File: src/rtl/add_arbiter.sv
// Round-robin front end for a shared external pipelined adder. Results come back through a
// credit-limited, in-order FIFO as {id, sum, cout}. Accept-to-response latency is LAT+1 cycles.
module add_arbiter #(
  parameter int WIDTH      = 32,
  parameter int NREQ       = 4,
  parameter int LAT        = WIDTH,
  parameter int FIFO_DEPTH = WIDTH + 4
) (
  input  logic                      clk,
  input  logic                      arst,
  input  logic [NREQ-1:0]           req_valid,
  output logic [NREQ-1:0]           req_ready,
  input  logic [NREQ*WIDTH-1:0]     req_a,
  input  logic [NREQ*WIDTH-1:0]     req_b,
  input  logic [NREQ-1:0]           req_cin,
  output logic [WIDTH-1:0]          add_a,
  output logic [WIDTH-1:0]          add_b,
  output logic                      add_cin,
  input  logic [WIDTH-1:0]          add_sum,
  input  logic                      add_cout,
  output logic                      rsp_valid,
  input  logic                      rsp_ready,
  output logic [$clog2(NREQ)-1:0]   rsp_id,
  output logic [WIDTH-1:0]          rsp_sum,
  output logic                      rsp_cout,
  output logic                      busy
);

  localparam int IDW = $clog2(NREQ);
  localparam int PW  = (FIFO_DEPTH > 1) ? $clog2(FIFO_DEPTH) : 1;
  localparam int CW  = $clog2(FIFO_DEPTH + 1);
  localparam int EW  = IDW + WIDTH + 1;

  logic [IDW-1:0] rr_ptr_q, rr_ptr_d;
  logic [CW-1:0]  out_q, out_d;
  logic [CW-1:0]  cnt_q, cnt_d;
  logic [PW-1:0]  wr_ptr_q, wr_ptr_d;
  logic [PW-1:0]  rd_ptr_q, rd_ptr_d;
  logic [LAT-1:0] tag_vld_q;
  logic [IDW-1:0] tag_id_q [LAT];
  logic [EW-1:0]  mem_q [FIFO_DEPTH];

  logic           gnt_vld;
  logic [IDW-1:0] gnt_id;
  logic [IDW:0]   cand;
  logic           credit_ok;
  logic           accept;
  logic           fifo_wr;
  logic           pop;

  function automatic logic [PW-1:0] ptr_inc(input logic [PW-1:0] p);
    return (p == PW'(FIFO_DEPTH - 1)) ? '0 : p + PW'(1);
  endfunction

  // Walk from the highest offset down so the requester nearest rr_ptr wins.
  always_comb begin
    gnt_vld = 1'b0;
    gnt_id  = '0;
    cand    = '0;
    for (int k = NREQ - 1; k >= 0; k--) begin
      cand = {1'b0, rr_ptr_q} + (IDW+1)'(k);
      if (cand >= (IDW+1)'(NREQ)) cand = cand - (IDW+1)'(NREQ);
      if (req_valid[cand[IDW-1:0]]) begin
        gnt_vld = 1'b1;
        gnt_id  = cand[IDW-1:0];
      end
    end
  end

  assign credit_ok = (out_q < CW'(FIFO_DEPTH));
  assign accept    = gnt_vld & credit_ok & ~arst;
  assign req_ready = accept ? (NREQ'(1) << gnt_id) : '0;
  assign add_a     = accept ? req_a[int'(gnt_id)*WIDTH +: WIDTH] : '0;
  assign add_b     = accept ? req_b[int'(gnt_id)*WIDTH +: WIDTH] : '0;
  assign add_cin   = accept & req_cin[gnt_id];

  assign fifo_wr   = tag_vld_q[LAT-1];
  assign rsp_valid = (cnt_q != '0);
  assign pop       = rsp_valid & rsp_ready;
  assign busy      = (out_q != '0);
  assign {rsp_id, rsp_sum, rsp_cout} = mem_q[rd_ptr_q];

  always_comb begin
    rr_ptr_d = rr_ptr_q;
    if (accept) rr_ptr_d = (gnt_id == IDW'(NREQ - 1)) ? '0 : gnt_id + IDW'(1);
    out_d    = out_q + CW'(accept) - CW'(pop);
    cnt_d    = cnt_q + CW'(fifo_wr) - CW'(pop);
    wr_ptr_d = fifo_wr ? ptr_inc(wr_ptr_q) : wr_ptr_q;
    rd_ptr_d = pop ? ptr_inc(rd_ptr_q) : rd_ptr_q;
  end

  always_ff @(posedge clk or posedge arst) begin
    if (arst) begin
      rr_ptr_q  <= '0;
      out_q     <= '0;
      cnt_q     <= '0;
      wr_ptr_q  <= '0;
      rd_ptr_q  <= '0;
      tag_vld_q <= '0;
    end else begin
      rr_ptr_q     <= rr_ptr_d;
      out_q        <= out_d;
      cnt_q        <= cnt_d;
      wr_ptr_q     <= wr_ptr_d;
      rd_ptr_q     <= rd_ptr_d;
      tag_vld_q[0] <= accept;
      for (int i = 1; i < LAT; i++) tag_vld_q[i] <= tag_vld_q[i-1];
    end
  end

  // Tag ids and FIFO payload are qualified by the reset valids, so they carry no reset.
  always_ff @(posedge clk) begin
    tag_id_q[0] <= gnt_id;
    for (int i = 1; i < LAT; i++) tag_id_q[i] <= tag_id_q[i-1];
    if (fifo_wr) mem_q[wr_ptr_q] <= {tag_id_q[LAT-1], add_sum, add_cout};
  end

endmodule

File: config.mk
export PLATFORM = sky130hd
export DESIGN_NAME = add_arbiter
export DESIGN_NICKNAME = d
export VERILOG_FILES = /design/src/rtl/add_arbiter.sv
export SDC_FILE = /design/constraint.sdc
export NUM_CORES = 1
export LEC_CHECK = 0
export CAP_MARGIN = 20
export CORE_UTILIZATION = 60
export DETAILED_ROUTE_END_ITERATION = 10
export PLACE_DENSITY = 0.81
export SLEW_MARGIN = 40
export SYNTH_ARGS = -nofsm -noshare
export SYNTH_HDL_FRONTEND = slang
export SYNTH_SLANG_ARGS = --single-unit
File: constraint.sdc
create_clock -name clk -period 9.5 [get_ports clk]
set_clock_uncertainty 0.1 [all_clocks]
set_input_delay 2.85 -clock clk [delete_from_list [all_inputs] [get_ports clk]]
set_output_delay 2.85 -clock clk [all_outputs]
set_load 0.03 [all_outputs]
## After elaboration in Yosys (flattened, before gate mapping)

Memory sizes are Yosys's and may differ from the RTL's.
Index checks and enable logic that the tools add are counted.

| operators by class | value |
|---|---|
| $add $sub $neg | 14 |
| order comparisons | 10 |
| equal/unequal tests | 3 |
| shift-type cells | 3 |
| mux-type cells | 30 |
| bitwise gates (word level) | 5 |
| reduce and logical (&&, ||, !) cells | 2 |

Operators with widths:

| cell | count |
|---|---|
| 128-bit by 8-bit variable part select with 32-bit output | 2 |
| 32-bit two-way mux | 2 |
| 2-bit two-way mux | 9 |
| 2-bit by 3-bit less-than comparator with 1-bit output, second input constant | 5 |
| 6-bit by 1-bit adder with 6-bit output | 2 |
| 6-bit by 1-bit adder with 6-bit output, second input constant | 2 |
| 6-bit == test, second input constant | 2 |
| 6-bit two-way mux | 2 |
| 6-bit nonzero test | 2 |
| 6-bit by 1-bit subtractor with 6-bit output | 2 |
| 1-bit two-way mux | 11 |
| 1-bit binary-select mux with 2-bit select | 5 |
| 3-bit >= comparator, second input constant | 3 |
| 2-bit by 1-bit subtractor with 2-bit output, second input constant | 4 |
| 2-bit by 2-bit adder with 3-bit output, second input constant | 2 |
| 6-bit less-than comparator, second input constant | 1 |
| 1-bit bitwise AND | 4 |
| 4-bit two-way mux | 1 |
| 1-bit by 2-bit << shifter with 4-bit output, first input constant | 1 |
| 2-bit by 1-bit adder with 3-bit output, second input constant | 1 |
| 2-bit by 3-bit >= comparator with 1-bit output, second input constant | 1 |
| 2-bit by 1-bit adder with 2-bit output, second input constant | 1 |
| 2-bit == test, second input constant | 1 |
| 1-bit inverter | 1 |

| word-level totals | value |
|---|---|
| register bits after elaboration | 58 |
| memory bits (writable) | 1324 |
| word-level logic and storage cells | 75 |
| memories | 2 |

Memory list:

| name | depth | width | rd ports | clocked after memory_dff | write ports | RTL line | RTL |
|---|---|---|---|---|---|---|---|
| mem_q | 36 | 35 | 1 | 0 | 1 | 41 | `logic [EW-1:0] mem_q [FIFO_DEPTH];` |
| tag_id_q | 32 | 2 | 32 | 0 | 32 | 40 | `logic [IDW-1:0] tag_id_q [LAT];` |

## Logic depth before layout (Yosys ltp)

Gate-level depths: netlist of run 1.

| depth | value |
|---|---|
| depth in word-level cells | 13 |
| gate-level depth with buffers | 16 |

## Worst setup path after synthesis of run 1

OpenSTA, ideal clock, no wires.

| path | value |
|---|---|
| kind | input to output |
| start point | input port req_valid[2] |
| end point | output port add_b[10] |
| arrival time | 4802 ps |
| data required time | 6550 ps |
| path slack | 1748 ps |
| stages on the path | 9 |
| path through | nor2b_1 a221o_1 and2_1 buf_2 inv_2 buf_6 buf_4 a211oi_1 a311oi_1 |

| on the way | value |
|---|---|
| longest elaborated chain between the ends | 9 |
| elaborated cells between the ends (all ways) | 20 |
| classes of those cells | shift (1); mux (17); bitwise (2) |

RTL lines:

| what | RTL line | RTL |
|---|---|---|
| start: declaration | 11 | `input logic [NREQ-1:0] req_valid,` |
| branches (longest 8 deep; another with 128-bit by 8-bit variable part select with 32-bit output) | -- |  |
| 32-bit two-way mux (*) | 74 | `assign add_b = accept ? req_b[int'(gnt_id)*WIDTH +: WIDTH] : '0;` |
| end: declaration | 17 | `output logic [WIDTH-1:0] add_b,` |

Every way passes the cells marked *. The select of a mux whose other input is x is not followed.

## Worst setup path in the final report of run 1

| path | value |
|---|---|
| start point | input port req_valid[1] |
| end point | output port add_a[2] |

| on the way | value |
|---|---|
| longest elaborated chain between the ends | 9 |
| elaborated cells between the ends (all ways) | 20 |
| classes of those cells | shift (1); mux (17); bitwise (2) |

RTL lines:

| what | RTL line | RTL |
|---|---|---|
| branches (longest 8 deep; another with 128-bit by 8-bit variable part select with 32-bit output) | -- |  |
| 32-bit two-way mux (*) | 73 | `assign add_a = accept ? req_a[int'(gnt_id)*WIDTH +: WIDTH] : '0;` |
| end: declaration | 16 | `output logic [WIDTH-1:0] add_a,` |

Marked as above.

==> reports/metrics.cfg, run 1 <==
[sta]
period_share_pct = 94.0
fin_ws_ns = 0.568
grt_setup_unrepaired = no
fmax_ghz = 0.112
slew_viol_final = 0
relSlewSlack_pct = 39.2
worst_slew_pin_slew_ns = 0.909
fin_tns_setup_ns = 0
setup_viol = 0
period_needed_ns = 8.93
hold_viol_final = 0

[yosys]
ys_ff_latch = 1382
synth_top_area_cell = edfxtp_1
ys_warn_count = 0
async_flop_share_pct = 4.20
synth_common_cells = 1260 x edfxtp_1, 233 x mux2i_1, 209 x mux4_2
ys.flop_type = edfxtp_1
synth_top_area_share_pct = 70.0
synth.most_common_cell = edfxtp_1
synth.distinct_cells = 52
ys_seq_area_share_pct = 75.0
synth_edf_count = 1260
synth_area_um2 = 54100
postSynthAreaPerCell_um2 = 18.8
syn_inst = 2884
syn-num-nets = 3211
yosys-top-cells-area = edfxtp_1 70%, mux4_2 8.7%, mux2i_1 4.3%

[clocking]
clock_latency_ns = 0.74
htree_levels = 4
path_clk_slew_ns = 0.06
cts_tree = done
clk_path_buf_depth = 3
cts_setup_buffers = 0
root_buffer = clkbuf_16
post_cts_resized = 0
numCtsBuffers = 131
cts_hold_buf = 0
clock-sinks = 1382

[flow_run]
cap_violations = 0

[drt]
via_per_inst = 6.89
drc = 0
routed_wl_um = 163000
drtPass1Iterations = 7
wl_per_cell_um = 35.3
drt-initial-drc-count = 4051
antenna_left = 0
route.vias.total = 31853

[placed_design]
dp_hpwl_um = 94000
port_buffers = 405
place_congestion = 1.03
preCtsSetupSlack_ns = 0.674

[grt]
grt_max_degree = 122
grt-ovfl-total = 0
grt_usage_pct = 36.1
grt_pass1_wl_um = 228000
antenna_found_initial = 20
first_global_vias = 32680

[worst_setup_path]
r2r_start = wr_ptr_q[2]$_DFFE_PP0P_
critical-path-max-stage-delay_ns = 0.77
worstPathArrival_ns = 5.98
critPathLaunchType = primary input
critPathKind = in -> out
crit_slowest_cell = clkdlybuf4s50_1
required_ns = 6.55
worstSetupEndpointType = output pin
crit_start = req_valid[1]
worstPathCellList = clkdlybuf4s50_1 -> nor2b_1 -> a221o_2 -> buf_4 -> and3_1 -> a211oi_1 -> a311oi_1 -> clkdlybuf4s50_1
cp_common_cell = clkdlybuf4s50_1
crit_fanout = 65

[run_status]
status = completed

[hold_path]
hp-class = reg -> reg
hp-start = tag_id_q[0][14]$_DFF_P_

[die]
fp-row-count = 109
design.core.area_um2 = 88800
initial_core_util_pct = 60.9
dieWidth_um = 302
ios = 406
die_y_um = 302
die-area_um2 = 91300

[cells_and_area]
syn_to_final_growth_pct = 19.0
fin_nets = 3663
drive_gt1_share_pct = 19.4
final_util_pct = 72.5

[power]
powerDensity_nw_per_um2 = 295
ir_drop_mv = 0.299
power_leakage_nw = 21.8

[worst max-delay path, delay by kind of cell]
family,cells,cell delay (ns)
simple gates,2,0.61
buf+inv,3,1.82
compound gates,3,0.64
[layer usage]
layer,vias up,track usage [%],wire (um)
li1,12667,-,-
met1,16040,42.4,51500
met2,2584,59.1,80300
met3,548,11.4,21400
met4,14,19.9,9830
met5,-,0.621,157
[cell type report]
type,count,area (um^2)
Antenna cell,16,40.0
Clock buffer,182,3700
Clock inverter,57,549
Fill cell,4949,24400
Inverter,29,111
Multi-Input combinational cell,1282,12800
Sequential cell,1382,40600
Tap cell,1165,1460
Timing Repair Buffer,510,5130
[worst paths after layout]
path,end,cells past startpoint,slack (ns)
setup / recovery,add_a[2],8,0.57
hold / removal,tag_id_q[0][16]$_DFF_P_,0,0.22
setup reg to reg,mem_q[7][13]$_DFFE_PP_,3,6.26
hold reg to reg,tag_id_q[0][16]$_DFF_P_,0,0.22
max in group asynchronous,rd_ptr_q[1]$_DFFE_PP0P_,3,6.28
min in group asynchronous,out_q[3]$_DFF_PP0_,3,2.56
[cells by family after synthesis]
group / count (synthesis) / synth area share (%)
simple gates: 415 / 3.70
flops: 1382 / 75.0
buf+inv: 220 / 1.91
xor+xnor: 12 / 0.194
compound gates: 361 / 4.97
mux: 467 / 13.5
fa+ha+maj: 27 / 0.652
[cells in the final DEF, fill, tap and decap left out, types with 7 or more instances in the layout]
master / n
a311oi_1: 65
buf_4: 109
nor4_1: 15
diode_2: 16
clkbuf_1: 37
a21oi_1: 27
buf_2: 33
and3_1: 66
nor3_1: 21
clkdlybuf4s50_1: 322
nor2_1: 33
nor2_4: 29
clkinv_2: 18
clkinv_1: 17
buf_12: 38
a2111oi_0: 14
bufinv_16: 8
mux4_2: 209
nand2b_1: 19
mux2i_1: 233
o41ai_1: 16
inv_1: 27
inv_6: 8
xnor2_1: 7
edfxtp_1: 1260
a22o_1: 26
a211oi_1: 84
o22ai_1: 103
mux2_2: 24
dfrtp_1: 53
dfxtp_1: 62
clkbuf_16: 139
ha_1: 25
nand3_1: 8
nor2b_1: 25
nand2_1: 163
[registers in the layout (all words and copies together), names as in the netlist]
name / flops
cnt_q: 6
out_q: 6
mem_q: 1260
wr_ptr_q: 6
rr_ptr_q: 2
rd_ptr_q: 6
tag_id_q: 64
tag_vld_q: 32
[report_power, final]
part	switching, mW	total, mW	internal [mW]
Sequential	0.283	7.33	7.05
Combinational	3.85	6.44	2.59
Clock	2.22	5.18	2.96
[metrics by stage]
stage | hold slack, ns | cells | power (mW) | instance area, um^2
5_1_grt | 0.226 | 4617 | 19.5 | 64300
4_1_cts | 0.221 | 4606 | 18.9 | 64300
3_3_place_gp | 0.212 | 4359 | 13.5 | 60000
3_5_place_dp | 0.212 | 4367 | 13.7 | 60000
6_report | 0.221 | 4623 | 19.0 | 64400
2_1_floorplan | 0.210 | 2884 | 11.3 | 54100
Power figures use the tool's default switching activity.
==> inputs of run 2 (changes only) <==
Settings changed: SLEW_MARGIN 40 to default.
==> run 2 against run 1 <==
Compared with the run above: via count grew 2.1%; register-to-register slack lost 0.28 ns; largest power group unchanged; final cell count grew 0.39%; critical path type unchanged; worst setup slack gained 0.089 ns; count of clock-buffer cells in the layout shrank 8.
==> reports/metrics.cfg, run 2 (synthesis results as in run 1) <==
[run_status]
status = completed

[grt]
grt_usage_pct = 36.1
grt_pass1_wl_um = 228000
antenna_found_initial = 22
first_global_vias = 32742
grt-ovfl-total = 0
grt_max_degree = 122

[drt]
drc = 0
via_per_inst = 7.01
routed_wl_um = 171000
route.vias.total = 32512
drt-initial-drc-count = 5004
wl_per_cell_um = 36.9
antenna_left = 0
drtPass1Iterations = 6

[clocking]
clk_path_buf_depth = 3
cts_setup_buffers = 0
clock_latency_ns = 0.74
root_buffer = clkbuf_16
cts_tree = done
numCtsBuffers = 131
htree_levels = 4
clock-sinks = 1382
cts_hold_buf = 0
path_clk_slew_ns = 0.06
post_cts_resized = 0

[sta]
setup_viol = 0
fmax_ghz = 0.113
grt_setup_unrepaired = no
hold_viol_final = 0
fin_tns_setup_ns = 0
period_needed_ns = 8.84
worst_slew_pin_slew_ns = 1.33
relSlewSlack_pct = 10.9
period_share_pct = 93.1
slew_viol_final = 0

[worst_setup_path]
timing.rr.end = mem_q[12][9]$_DFFE_PP_
crit_fanout = 65
reg2reg_slack_ns = 5.98
worstPathArrival_ns = 5.89
critPathLaunchType = primary input
r2r.worst_path.cells = 5
r2r_start = tag_vld_q[31]$_DFF_PP0_
critPathKind = in -> out
worstSetupEndpointType = output pin
required_ns = 6.55

[die]
die_y_um = 302
dieWidth_um = 302
design.core.area_um2 = 88800
initial_core_util_pct = 60.9
ios = 406
fp-row-count = 109
die-area_um2 = 91300

[power]
power_leakage_nw = 22.0
ir_drop_mv = 0.225
powerDensity_nw_per_um2 = 294
power_mw = 19.1

[flow_run]
cap_violations = 0

[hold_path]
hp-class = reg -> reg
hold_end = tag_id_q[0][19]$_DFF_P_
hold_depth = 0
hp-start = tag_id_q[0][17]$_DFF_P_

[cells_and_area]
syn_to_final_growth_pct = 20.3
final_cell_mix = 1260 x edfxtp_1, 355 x clkdlybuf4s50_1, 233 x mux2i_1
drive_gt1_share_pct = 18.6
final_common_cell = edfxtp_1
largest_reg_flops = 1260
fin_nets = 3685
fillers = 4796
reg.largest.list = mem_q: 1260 flops, tag_id_q: 64 flops, tag_vld_q: 32 flops
top_register = mem_q

[placed_design]
place_congestion = 1.03
dp_hpwl_um = 93200
port_buffers = 405

[run 2: cell type report]
cell class / count / area, um^2 / area share, %
Sequential cell: 1382 / 40600 / 62.4
Multi-Input combinational cell: 1282 / 12800 / 19.6
Timing Repair Buffer: 532 / 5840 / 8.98
Clock buffer: 174 / 3630 / 5.58
Tap cell: 1165 / 1460 / 2.24
Clock inverter: 65 / 626 / 0.962
Inverter: 29 / 111 / 0.171
Antenna cell: 12 / 30.0 / 0.0462
[run 2: worst max-delay path by stage]
| stage | start | endpoint | slack, ns | cells past startpoint |
|---|---|---|---|---|
| after floorplan | req_valid[2] | add_b[10] | 1.75 | 9 |
| after global placement | req_valid[2] | add_a[2] | 0.77 | 8 |
| after detailed placement | req_valid[1] | add_cin | 0.71 | 11 |
| after CTS | req_valid[2] | add_a[2] | 0.70 | 8 |
| after global routing | req_valid[2] | add_a[7] | 0.55 | 8 |
| final | req_valid[2] | add_a[2] | 0.66 | 8 |
[run 2: worst max-delay path: stages]
cell             delay (ns)
clkdlybuf4s50_1        0.54
nor2b_1                0.29
a221o_2                0.23
buf_4                  0.50
and3_1                 0.26
a211oi_1               0.05
a311oi_1               0.33
clkdlybuf4s50_1        0.77
[run 2: where the power goes]
part           switching (mW)  total, mW  internal [mW]
clock                    2.26       5.23           2.97
sequential              0.343       7.39           7.05
combinational            3.88       6.50           2.61
total                    6.49       19.1           12.6
[run 2: per-stage QoR]
| stage | utilization [%] | cells | instance area (um^2) | hold WS [ns] | setup WS [ns] |
|---|---|---|---|---|---|
| 2_1_floorplan | - | 2884 | 54100 | 0.210 | 1.75 |
| 3_3_place_gp | 67.6 | 4359 | 60000 | 0.212 | 0.771 |
| 3_5_place_dp | 67.6 | 4359 | 60000 | 0.212 | 0.713 |
| 4_1_cts | 72.4 | 4598 | 64300 | 0.226 | 0.700 |
| 5_1_grt | 73.3 | 4640 | 65000 | 0.230 | 0.550 |
| 6_report | 73.3 | 4641 | 65000 | 0.225 | 0.658 |
[run 2: routing by layer]
metal / GRT usage (%) / up-vias / wire length [um]
met2: 58.8 / 3002 / 83000
met3: 10.8 / 630 / 23200
met1: 43.4 / 16153 / 53300
met5: 0 / - / 87
met4: 19.7 / 16 / 11600
li1: - / 12711 / -
